==> src/rtl/dmem_access_unit_pkg.sv <==
// Shared definitions for the data-memory access unit: MemOP encodings,
// FSM state type and request legality helpers.
package dmem_access_unit_pkg;

    localparam logic [2:0] MOP_B  = 3'b000;
    localparam logic [2:0] MOP_H  = 3'b001;
    localparam logic [2:0] MOP_W  = 3'b010;
    localparam logic [2:0] MOP_BU = 3'b100;
    localparam logic [2:0] MOP_HU = 3'b101;

    typedef enum logic [1:0] {
        S_IDLE   = 2'd0,
        S_ISSUE  = 2'd1,
        S_WAIT_R = 2'd2,
        S_RESP   = 2'd3
    } dmem_state_t;

    function automatic logic is_misaligned(input logic [2:0] op, input logic [1:0] addr_lo);
        case (op)
            MOP_H, MOP_HU: return addr_lo[0];
            MOP_W:         return addr_lo != 2'b00;
            default:       return 1'b0;
        endcase
    endfunction

    function automatic logic is_legal_op(input logic [2:0] op);
        case (op)
            MOP_B, MOP_H, MOP_W, MOP_BU, MOP_HU: return 1'b1;
            default:                             return 1'b0;
        endcase
    endfunction

endpackage

==> src/rtl/dmem_access_unit_load_extend.sv <==
// Picks the addressed byte/halfword out of a bus word and sign- or
// zero-extends it according to the MemOP.
module load_extend
    import dmem_access_unit_pkg::*;
(
    input  logic [31:0] rdata,
    input  logic [1:0]  addr_lo,
    input  logic [2:0]  op,
    output logic [31:0] data
);

    logic [31:0] aligned;

    // Move the addressed lane down to bit 0 so every op selects from the low bits.
    assign aligned = rdata >> {addr_lo, 3'b000};

    always_comb begin
        data = 32'h0000_0000;
        case (op)
            MOP_B:   data = {{24{aligned[7]}}, aligned[7:0]};
            MOP_H:   data = {{16{aligned[15]}}, aligned[15:0]};
            MOP_W:   data = rdata;
            MOP_BU:  data = {24'h00_0000, aligned[7:0]};
            MOP_HU:  data = {16'h0000, aligned[15:0]};
            default: data = 32'h0000_0000;
        endcase
    end

endmodule

==> src/rtl/dmem_access_unit.sv <==
// RV32I load/store stage in front of a word-wide grant/valid data bus;
// stalls the core until the access completes, errors or times out.
module dmem_access_unit
    import dmem_access_unit_pkg::*;
#(
    parameter int TIMEOUT_CYCLES = 64,
    parameter int CNT_W          = 8
) (
    input  logic        clk,
    input  logic        rst,
    input  logic        req_valid,
    output logic        req_ready,
    input  logic        req_we,
    input  logic [2:0]  req_op,
    input  logic [31:0] req_addr,
    input  logic [31:0] req_wdata,
    output logic        resp_valid,
    output logic [31:0] resp_rdata,
    output logic        resp_err,
    output logic        stall,
    output logic        bus_req,
    output logic        bus_we,
    output logic [31:0] bus_addr,
    output logic [3:0]  bus_be,
    output logic [31:0] bus_wdata,
    input  logic        bus_gnt,
    input  logic        bus_rvalid,
    input  logic [31:0] bus_rdata
);

    localparam logic [CNT_W-1:0] CNT_LAST = CNT_W'(TIMEOUT_CYCLES - 1);

    dmem_state_t      state_reg;
    logic [CNT_W-1:0] cnt_reg;
    logic             we_reg;
    logic [2:0]       op_reg;
    logic [1:0]       addr_lo_reg;
    logic             bus_req_reg;
    logic             bus_we_reg;
    logic [31:0]      bus_addr_reg;
    logic [3:0]       bus_be_reg;
    logic [31:0]      bus_wdata_reg;
    logic             resp_valid_reg;
    logic             resp_err_reg;
    logic [31:0]      resp_rdata_reg;

    logic             req_bad;
    logic [3:0]       req_span;
    logic [3:0]       span_end;
    logic [3:0]       be_next;
    logic [31:0]      wdata_next;
    logic             timeout_hit;
    logic [31:0]      load_data;

    assign req_bad = ~is_legal_op(req_op)
                   | is_misaligned(req_op, req_addr[1:0])
                   | (req_we & req_op[2]);

    always_comb begin
        req_span = 4'd4;
        case (req_op[1:0])
            2'b00:   req_span = 4'd1;
            2'b01:   req_span = 4'd2;
            default: req_span = 4'd4;
        endcase
    end

    assign span_end = {2'b00, req_addr[1:0]} + req_span;

    // A lane is enabled when it falls inside [addr_lo, addr_lo + size).
    genvar gi;
    generate
        for (gi = 0; gi < 4; gi++) begin : g_lane
            localparam logic [3:0] LANE = 4'(gi);
            assign be_next[gi] = (LANE >= {2'b00, req_addr[1:0]}) && (LANE < span_end);
        end
    endgenerate

    assign wdata_next  = req_wdata << {req_addr[1:0], 3'b000};
    assign timeout_hit = (cnt_reg == CNT_LAST);

    load_extend u_load_extend (
        .rdata   (bus_rdata),
        .addr_lo (addr_lo_reg),
        .op      (op_reg),
        .data    (load_data)
    );

    always_ff @(posedge clk or negedge rst) begin
        if (!rst) begin
            state_reg      <= S_IDLE;
            cnt_reg        <= '0;
            we_reg         <= 1'b0;
            op_reg         <= MOP_B;
            addr_lo_reg    <= 2'b00;
            bus_req_reg    <= 1'b0;
            bus_we_reg     <= 1'b0;
            bus_addr_reg   <= 32'h0000_0000;
            bus_be_reg     <= 4'b0000;
            bus_wdata_reg  <= 32'h0000_0000;
            resp_valid_reg <= 1'b0;
            resp_err_reg   <= 1'b0;
            resp_rdata_reg <= 32'h0000_0000;
        end else begin
            resp_valid_reg <= 1'b0;
            resp_err_reg   <= 1'b0;
            case (state_reg)
                S_IDLE: begin
                    if (req_valid) begin
                        we_reg      <= req_we;
                        op_reg      <= req_op;
                        addr_lo_reg <= req_addr[1:0];
                        cnt_reg     <= '0;
                        if (req_bad) begin
                            state_reg      <= S_RESP;
                            resp_valid_reg <= 1'b1;
                            resp_err_reg   <= 1'b1;
                            resp_rdata_reg <= 32'h0000_0000;
                        end else begin
                            state_reg     <= S_ISSUE;
                            bus_req_reg   <= 1'b1;
                            bus_we_reg    <= req_we;
                            bus_addr_reg  <= {req_addr[31:2], 2'b00};
                            bus_be_reg    <= be_next;
                            bus_wdata_reg <= wdata_next;
                        end
                    end
                end
                S_ISSUE: begin
                    // Grant has priority over a timeout landing in the same cycle.
                    if (bus_gnt) begin
                        bus_req_reg <= 1'b0;
                        bus_we_reg  <= 1'b0;
                        cnt_reg     <= '0;
                        if (we_reg) begin
                            state_reg      <= S_RESP;
                            resp_valid_reg <= 1'b1;
                            resp_rdata_reg <= 32'h0000_0000;
                        end else begin
                            state_reg <= S_WAIT_R;
                        end
                    end else if (timeout_hit) begin
                        bus_req_reg    <= 1'b0;
                        bus_we_reg     <= 1'b0;
                        state_reg      <= S_RESP;
                        resp_valid_reg <= 1'b1;
                        resp_err_reg   <= 1'b1;
                        resp_rdata_reg <= 32'h0000_0000;
                    end else begin
                        cnt_reg <= cnt_reg + 1'b1;
                    end
                end
                S_WAIT_R: begin
                    if (bus_rvalid) begin
                        state_reg      <= S_RESP;
                        resp_valid_reg <= 1'b1;
                        resp_rdata_reg <= load_data;
                    end else if (timeout_hit) begin
                        state_reg      <= S_RESP;
                        resp_valid_reg <= 1'b1;
                        resp_err_reg   <= 1'b1;
                        resp_rdata_reg <= 32'h0000_0000;
                    end else begin
                        cnt_reg <= cnt_reg + 1'b1;
                    end
                end
                S_RESP: begin
                    state_reg <= S_IDLE;
                end
                default: begin
                    state_reg <= S_IDLE;
                end
            endcase
        end
    end

    assign req_ready  = (state_reg == S_IDLE);
    // The core is released on the response cycle itself.
    assign stall      = (req_valid | (state_reg != S_IDLE)) & (state_reg != S_RESP);
    assign resp_valid = resp_valid_reg;
    assign resp_err   = resp_err_reg;
    assign resp_rdata = resp_rdata_reg;
    assign bus_req    = bus_req_reg;
    assign bus_we     = bus_we_reg;
    assign bus_addr   = bus_addr_reg;
    assign bus_be     = bus_be_reg;
    assign bus_wdata  = bus_wdata_reg;

endmodule

==> config.mk <==
export PLATFORM = sky130hd
export DESIGN_NAME = dmem_access_unit
export DESIGN_NICKNAME = d
export VERILOG_FILES = /design/src/rtl/dmem_access_unit_pkg.sv /design/src/rtl/dmem_access_unit_load_extend.sv /design/src/rtl/dmem_access_unit.sv
export SDC_FILE = /design/constraint.sdc
export NUM_CORES = 1
export LEC_CHECK = 0
export CORE_ASPECT_RATIO = 1.4
export CORE_MARGIN = 2
export CORE_UTILIZATION = 49
export DETAILED_ROUTE_END_ITERATION = 7
export HOLD_SLACK_MARGIN = 0.03
export MAX_ROUTING_LAYER = met4
export PLACE_DENSITY_LB_ADDON = 0.3
export SYNTH_ARGS = -nofsm -noshare
export SYNTH_HDL_FRONTEND = slang
export SYNTH_SLANG_ARGS = --single-unit
==> constraint.sdc <==
create_clock -name clk -period 5.48 [get_ports clk]
set_clock_uncertainty 0.2 [all_clocks]
set_input_delay 1.096 -clock clk [delete_from_list [all_inputs] [get_ports clk]]
set_output_delay 1.096 -clock clk [all_outputs]
set_load 0.01 [all_outputs]
; Yosys cells after proc, flatten, opt, wreduce, memory -nomap -nowiden
; Cells that the tools add are included.
[word_totals]
mem_bits_ro = 0
word_cells = 110
mem_bits_rw = 0
regBits = 118
memories = 0
input_bits = 105
latchBits = 0
out_inout_bits = 106
[op_classes]
div = 0
n_mux = 41
shift = 2
addsub = 2
reduce_logical = 18
order_cmp = 7
n_mul = 0
n_eq_ne = 20
bitwise_logic = 7
[ops]
columns = op, count
row1 = 32-bit 2-to-1 mux, 6
row2 = 32-bit case mux with 5 select lines, 1
row3 = 32-bit case mux with 3 select lines, 1
row4 = 8-bit 2-to-1 mux, 4
row5 = 32-bit by 5-bit << shifter with 32-bit output, 1
row6 = 32-bit by 5-bit right shift with 16-bit output, 1
row7 = 8-bit case mux with 3 select lines, 1
row8 = 1-bit 2-to-1 mux, 16
row9 = 3-bit equality test (second input constant), 4
row10 = 2-bit 2-to-1 mux, 5
row11 = 8-bit by 1-bit adder with 8-bit output (second input constant), 1
row12 = 8-bit by 6-bit equality test with 1-bit output (second input constant), 1
row13 = 1-bit by 4-bit < comparator with 1-bit output (first input constant), 2
row14 = 2-bit by 4-bit < comparator with 1-bit output (first input constant), 2
row15 = 2-bit inequality test (second input constant), 4
row16 = 2-bit case mux with 4 select lines, 1
row17 = 4-bit AND reduction, 2
row18 = 3-bit by 1-bit equality test with 1-bit output (second input constant), 2
row19 = 3-bit by 2-bit equality test with 1-bit output (second input constant), 2
row20 = 3-bit logical NOT, 2
row21 = 3-bit inequality test (second input constant), 2
row22 = 1-bit case mux with 2 select lines, 3
row23 = 1-bit case mux with 3 select lines, 2
row24 = 3-bit case mux with 2 select lines, 1
row25 = 17 further kinds, 30

; Logic depth before layout (Yosys ltp)
; Gate-level depths: netlist of the first run.
[logic_depth]
ltp_word = 9
depth_mapped = 10
depth_no_buf = 7

; Modules after synthesis
; From an unflattened synthesis of the first run, not the netlist that was laid out.
[hier_totals]
hier_cells = 567
area_unflattened_um2 = 6247.2
[modules_own_cells]
columns = module, seq_area_each_um2, cells_each, area_each_um2, instances
row1 = dmem_access_unit, 2952.8, 453, 5410.2, 1
row2 = load_extend, 0.0, 114, 837.1, 1

; Worst setup path before layout of the first run
; Ideal clock, no wire load.
[synth_path]
kind = in2reg
start = input port req_addr[0]
end = register bus_addr_reg[10] (netlist: bus_addr[10])
setup_time_ns = 0.125
slack_ns = 2.854
path_stages = 7
required_time_ns = 5.155
arrival_time_ns = 2.301
n_path_buf = 3
cell_sequence = buf_2 > nor4_2 > nor2_1 > or2_1 > buf_6 > buf_6 > mux2_4
[synth_between]
elab_chain_cells = 6
[synth_rtl]
columns = item, line_no
row1 = from (decl), dmem_access_unit.sv:15  ; input logic [31:0] req_addr,
row2 = 2-bit nonzero test, dmem_access_unit_pkg.sv:21  ; MOP_W: return addr_lo != 2'b00;
row3 = 1-bit case mux with 2 select lines *, dmem_access_unit_pkg.sv:19  ; case (op)
row4 = 1-bit OR *, dmem_access_unit.sv:56  ; | is_misaligned(req_op, req_addr[1:0])
row5 = 1-bit OR *, dmem_access_unit.sv:57  ; | (req_we & req_op[2]);
row6 = 1-bit inverter (no source line) *, --
row7 = 3-bit AND reduction (no source line) *, --
row8 = to (signal assigned), dmem_access_unit.sv:123  ; bus_addr_reg <= {req_addr[31:2], 2'b00};
row9 = to (decl), dmem_access_unit.sv:40  ; logic [31:0] bus_addr_reg;
; Every way passes the cells marked *; elsewhere a longest branch is shown, timed or not.
; A chain may end at the register's enable or synchronous reset.

; Worst setup path after layout of the first run
[layout_path]
start = input port req_valid
end = output port stall
[layout_between]
elab_chain_cells = 2
[layout_rtl]
columns = item, line_no
row1 = from (decl), dmem_access_unit.sv:11  ; input logic req_valid,
row2 = 1-bit OR, dmem_access_unit.sv:179  ; assign stall = (req_valid | (state_reg != S_IDLE)) & (state_reg != S_RESP);
row3 = 1-bit bitwise AND, dmem_access_unit.sv:179
row4 = to (decl), dmem_access_unit.sv:20  ; output logic stall,
; No other way between the ends.

==> results of run 1 <==
==> cells by family after synthesis <==
| kind of cell | Yosys count | share of synthesized area, % |
|---|---|---|
| AND/OR/NAND/NOR | 149 | 11.2 |
| buffers and inverters | 49 | 4.56 |
| adder cells (fa/ha/maj) | 9 | 1.97 |
| AO/OA/AOI/OAI | 166 | 17.9 |
| other | 1 | 0.0615 |
| flip-flops | 118 | 48.4 |
| XOR/XNOR | 5 | 0.719 |
| multiplexers | 71 | 15.1 |
==> power by group through the flow <==
stage,clock (mW),sequential (mW),combinational [mW]
global route,1.20,1.48,2.11
finish,1.15,1.44,1.97
CTS,1.16,1.44,1.98
floorplan,0,1.49,1.02
global placement,0,1.43,1.91
detailed placement,0,1.45,1.96
==> layer usage <==
metal	routed length (um)	track usage, %
met1	6400	28.0
met2	8740	42.5
met3	880	5.66
met4	635	11.9
met5	0	-
==> critical path, cell delays in order <==
cell and delay (ns):
clkdlybuf4s50_1 0.65, nor2b_4 0.08, nor2_1 0.09, clkdlybuf4s50_1 0.53
==> cells in the final DEF (no fill, tap or decap), drive strengths merged, types with 15 or more instances in the layout <==
cell type | Yosys | layout
nand2 | 71 | 71
mux2 | 51 | 51
a211oi | 17 | 17
mux2i | 20 | 20
dfrtp | 118 | 118
nor2 | 31 | 31
a22oi | 15 | 15
clkdlybuf4s50 | 0 | 206
a21oi | 40 | 40
clkbuf | 12 | 21
nor2b | 18 | 18
o21ai | 51 | 51
==> cell type report <==
type | instances | area (um^2) | share of cell area, %
timing repair buffer | 216 | 2150 | 24.3
tap | 150 | 188 | 2.13
clock inverter | 11 | 149 | 1.69
multi-input combinational | 402 | 2880 | 32.7
sequential | 118 | 2950 | 33.5
clock buffer | 21 | 470 | 5.33
inverter | 8 | 30.0 | 0.341
==> stage by stage <==
stage / hold WS (ns) / instances / power (mW)
detailed placement: 0.265 / 894 / 3.41
global route: 0.295 / 926 / 4.79
CTS: 0.277 / 926 / 4.58
floorplan: 0.296 / 569 / 2.51
finish: 0.272 / 926 / 4.56
global placement: 0.262 / 894 / 3.34
==> how the worst min path moves through the flow <==
stage	start	end	cells past startpoint
floorplan	cnt_reg[7]	cnt_reg[7]	1
global placement	bus_wdata[14]	bus_wdata[14]	2
detailed placement	bus_wdata[13]	bus_wdata[13]	2
CTS	bus_wdata[13]	bus_wdata[13]	2
global route	bus_wdata[14]	bus_wdata[14]	2
finish	bus_be[1]	bus_be[1]	2
==> results by group, run 1 <==
CTS
  • H-Tree Depth: 4
  • Worst-path clk slew: 0.05 ns
  • Root Driver: clkbuf_16
  • Clock latency at the later pin of the worst-skew pair: 0.41 ns
  • Post-cts repair resize count: 0
  • Hold_buf cts: 0
  • Total CTS buffers: 17
  • Post-CTS Setup Repair Bufs: 0
  • CTS Sinks: 118
  • Clock Tree Buf Depth: 2
  • TritonCTS clock tree: done

Pwr
  • Combinational cell fraction of total power: 43.2%
  • Power density cells: 517 nW/um^2
  • Flop pwr share: 31.6%
  • Sw frac: 33.9%
  • Worst vdd rail ir drop: 0.298 mV
  • Clk pwr share: 25.2%
  • Leakage power: 3.90 nW
  • Switch Pwr: 1.54 mW
  • Pint: 3.01 mW

Placed design
  • Area after DPL: 8200 um^2
  • Placer Congestion: 0.858
  • PortBufs: 208
  • Post-Place Setup Slack: 1.60 ns
  • Post-DP HPWL: 12000 um

Synth
  • Post-synth top cells: dfrtp_1 (118), nand2_1 (71), a21oi_1 (40), mux2_4 (39), nor2_1 (31)
  • Syn_area_per_cell: 10.7 um^2
  • Synth Flop Type: dfrtp_1
  • Yosys warnings: 0
  • Yosys top cell area share: 48.5%
  • Synthesized instance count: 568
  • Post-Syn Area: 6090 um^2
  • Ys async rst share: 100%
  • Leading area contributor after synthesis: dfrtp_1
  • Yosys cell types: 55
  • #FFs+latches synth: 118
  • Synth area leaders: dfrtp_1 (48%), mux2_4 (9.6%), nand2_1 (4.4%), a21oi_1 (3.3%), mux2i_1 (3.3%)
  • Sequential area share after synthesis: 48.5%
  • Most common cell in the netlist: dfrtp_1
  • Post-synth EDFFs: 0

STA
  • Final Cycle Share: 68.4%
  • Slew margin rel.: 30.2%
  • Peak Freq: 267 MHz
  • Crit path time final: 3.75 ns
  • Final Hold Fails: 0
  • Setup violators final: 0
  • Slew Limit Fails: 0
  • TNS Setup: 0 ns
  • Final WS setup: 1.73 ns
  • RSZ-0062 raised after global routing: no
  • Tightest Pin Transition: 1.04 ns

Finish
  • Antenna diodes: 0
  • Area growth syn-to-layout: 44.7%
  • Final core occ: 72.0%
  • Final instance area: 8820 um^2
  • Fraction of layout cells with a size suffix above 1: 13.7%
  • Fill cells: 899
  • Nets@finish: 877

Route
  • Number of vias per cell: 5.62
  • Via count: 5208
  • Initial DRC count: 222
  • DRC: 0
  • WL/cell: 18.0 um
  • DR pass1 iterations: 5
  • WL final: 16700 um
  • Final antenna-violating net count: 0

GRT
  • Gr usage total: 25.0%
  • Initial antenna violation count: 0
  • Global-route wire length before repair: 25800 um
  • Largest net degree at the start of global routing: 49
  • Vias in the first global route: 5144
  • Gr ovfl total: 0

Floorplan
  • Die area: 13400 um^2
  • Starting density of the core: 49.7%
  • Die height: 136 um
  • Die Width: 98.3 um
  • Site Rows: 48
  • Top Ports: 211
  • Core Area: 12300 um^2

Worst setup path
  • Worst path required time: 4.18 ns
  • Critical path endpoint category: primary output
  • Reg2reg start: state_reg[1]
  • Crit-path max FO: 6
  • CP arrival: 2.45 ns
  • Worst Setup SP: req_valid
  • R2R setup slack: 2.70 ns
  • R2R Path End: cnt_reg[4]
  • Reg2reg path depth: 6
  • Crit start category: input port
  • Worst setup endpoint: stall
  • Crit path kind: input port to primary output

Min path
  • HP Class: register to register

Job
  • Max Cap Viol: 0

Run status
  • Status: finished, final reports clean
No activity file was read; power rests on OpenSTA's default activity.
==> inputs of run 2 (changes only) <==
--- a/config.mk
+++ b/config.mk
@@ -7,7 +7,7 @@
 export LEC_CHECK = 0
 export CORE_ASPECT_RATIO = 1.4
 export CORE_MARGIN = 2
-export CORE_UTILIZATION = 49
+export CORE_UTILIZATION = 41
 export DETAILED_ROUTE_END_ITERATION = 7
 export HOLD_SLACK_MARGIN = 0.03
 export MAX_ROUTING_LAYER = met4
==> constraint.sdc (replaced) <==
create_clock -name clk -period 3.22 [get_ports clk]
set_clock_uncertainty 0.2 [all_clocks]
set_input_delay 0.644 -clock clk [delete_from_list [all_inputs] [get_ports clk]]
set_output_delay 0.644 -clock clk [all_outputs]
set_load 0.01 [all_outputs]
==> results by group, run 2 (synthesis results as in run 1) <==
CTS
  • Worst-path clk slew: 0.06 ns (about the same)
  • CTS Sinks: 118 (unchanged)
  • Hold_buf cts: 0 (unchanged)
  • Clock Tree Buf Depth: 2 (unchanged)
  • TritonCTS clock tree: done
  • Clock latency at the later pin of the worst-skew pair: 0.41 ns (about the same)
  • H-Tree Depth: 4 (unchanged)
  • Total CTS buffers: 17 (unchanged)
  • Post-CTS Setup Repair Bufs: 0 (unchanged)
  • Root Driver: clkbuf_16
  • Post-cts repair resize count: 0 (unchanged)

Route
  • WL final: 17300 um (+4.1%)
  • Number of vias per cell: 5.31 (-5.6%)
  • DR pass1 iterations: 4 (-1)
  • Initial DRC count: 215 (-3.2%)
  • DRC: 0 (unchanged)
  • WL/cell: 17.9 um (-0.72%)
  • Final antenna-violating net count: 0 (unchanged)
  • Via count: 5155 (-1.0%)

Finish
  • Fill cells: 1180 (+31%)
  • Area of the multi-input gates: 2880 um^2 (unchanged)
  • Antenna diodes: 0 (unchanged)
  • Area growth syn-to-layout: 46.6%
  • Nets@finish: 883 (+0.68%)
  • Fraction of layout cells with a size suffix above 1: 14.3% (+0.66 points)
  • Leading cell type in the layout, fill and taps excluded: clkdlybuf4s50_1
  • Reg area: 2950 um^2 (unchanged)
  • Most frequent cells in the layout: clkdlybuf4s50_1 (206), dfrtp_1 (118), nand2_1 (71)

GRT
  • Largest net degree at the start of global routing: 58 (+18%)
  • Gr usage total: 22.9% (-2.2 points)
  • Initial antenna violation count: 0 (unchanged)
  • Global-route wire length before repair: 27500 um (+6.6%)
  • Vias in the first global route: 5239 (+1.8%)
  • Gr ovfl total: 0 (unchanged)

Floorplan
  • Die height: 148 um (+9.0%)
  • Site Rows: 52 (+8.3%)
  • Top Ports: 211 (unchanged)
  • Starting density of the core: 42.0% (-7.7 points)
  • Die area: 15900 um^2 (+19%)
  • Core Area: 14500 um^2 (+18%)
  • Die Width: 107 um (+8.9%)

STA
  • Setup violators final: 0 (unchanged)
  • Final Cycle Share: 93.6%
  • Peak Freq: 332 MHz
  • Final WS setup: 0.205 ns (-1.52 ns)
  • Slew margin rel.: 39.0% (+8.8 points)
  • Final Hold Fails: 0 (unchanged)
  • Tightest Pin Transition: 0.915 ns (-0.126 ns)
  • Slew Limit Fails: 0 (unchanged)
  • RSZ-0062 raised after global routing: no
  • TNS Setup: 0 ns (unchanged)
  • Crit path time final: 3.01 ns

Worst setup path
  • Crit-path max FO: 11 (+5)
  • Worst path required time: 2.38 ns (-1.80 ns)
  • Critical path endpoint category: primary output
  • Crit start category: register
  • Crit path kind: register to primary output
  • CP arrival: 2.17 ns (-0.28 ns)

Min path
  • HP Class: input port to async pin

Placed design
  • Placer Congestion: 0.879 (+2.4%)
  • PortBufs: 208 (unchanged)
  • Post-Place Setup Slack: 0.160 ns (-1.44 ns)
  • Post-DP HPWL: 12800 um (+7.0%)

Pwr
  • Leakage power: 3.93 nW (+0.89%)
  • Power density cells: 883 nW/um^2 (+71%)
  • Worst vdd rail ir drop: 0.383 mV (+29%)

Job
  • Max Cap Viol: 0 (unchanged)

Run status
  • Status: finished, final reports clean
-- run 2: cell count changes in the layout (fill, tap and decap cells not counted) --
cell,delta
buf_4,+5
clkinv_2,-1
clkbuf_8,-3
inv_6,+3
buf_12,+1
bufinv_16,+1
-- run 2: critical path: stages, from the launching register on --
cell	delay, ns
dfrtp_1	0.44
inv_1	0.12
ha_1	0.41
nor2b_4	0.26
nor2_1	0.06
clkdlybuf4s50_1	0.48
-- run 2: cell type report --
class | count | share of cell area (%)
clock buffer | 18 | 4.80
clock inverter | 14 | 2.24
inverter | 8 | 0.336
multi-input combinational | 402 | 32.3
sequential | 118 | 33.0
tap | 189 | 2.65
timing repair buffer | 222 | 24.7
-- run 2: power by group --
| part | internal [mW] | switching [mW] | leakage [nW] |
|---|---|---|---|
| combinational | 1.87 | 1.59 | 2.11 |
| sequential | 2.01 | 0.394 | 1.53 |
| clock | 1.30 | 0.713 | 0.298 |
| total | 5.19 | 2.70 | 3.93 |
-- run 2: per-layer routing --
metal  up-vias  GRT usage, %  wire length, um
met3        47          3.86              721
met1      2495          26.3             6770
met5         -             -                0
met2       184          38.4             9180
li1       2429             -                -
met4         0          11.2              658
-- run 2: stage by stage --
stage | cell area [um^2] | util, % | instances | power (mW) | hold WS, ns
6_report | 8930 | 61.6 | 971 | 7.89 | 0.0608
5_1_grt | 8930 | 61.6 | 971 | 8.33 | 0.107
4_1_cts | 8930 | 61.6 | 971 | 7.94 | 0.0816
3_5_place_dp | 8310 | 57.2 | 939 | 5.89 | 0.265
3_3_place_gp | 8310 | 57.2 | 939 | 5.77 | 0.263
2_1_floorplan | 6100 | - | 569 | 4.27 | 0.148
-- run 2: worst paths after layout --
kind / from / endpoint / slack, ns / cells past startpoint
max: state_reg[1] / stall / 0.21 / 5
min: rst / cnt_reg[7] / 0.06 / 1
max reg2reg: state_reg[1] / bus_addr[11] / 0.60 / 6
min reg2reg: bus_wdata[13] / bus_wdata[13] / 0.27 / 2
max in group asynchronous: rst / resp_rdata[10] / 2.01 / 2
min in group clk: bus_wdata[13] / bus_wdata[13] / 0.27 / 2
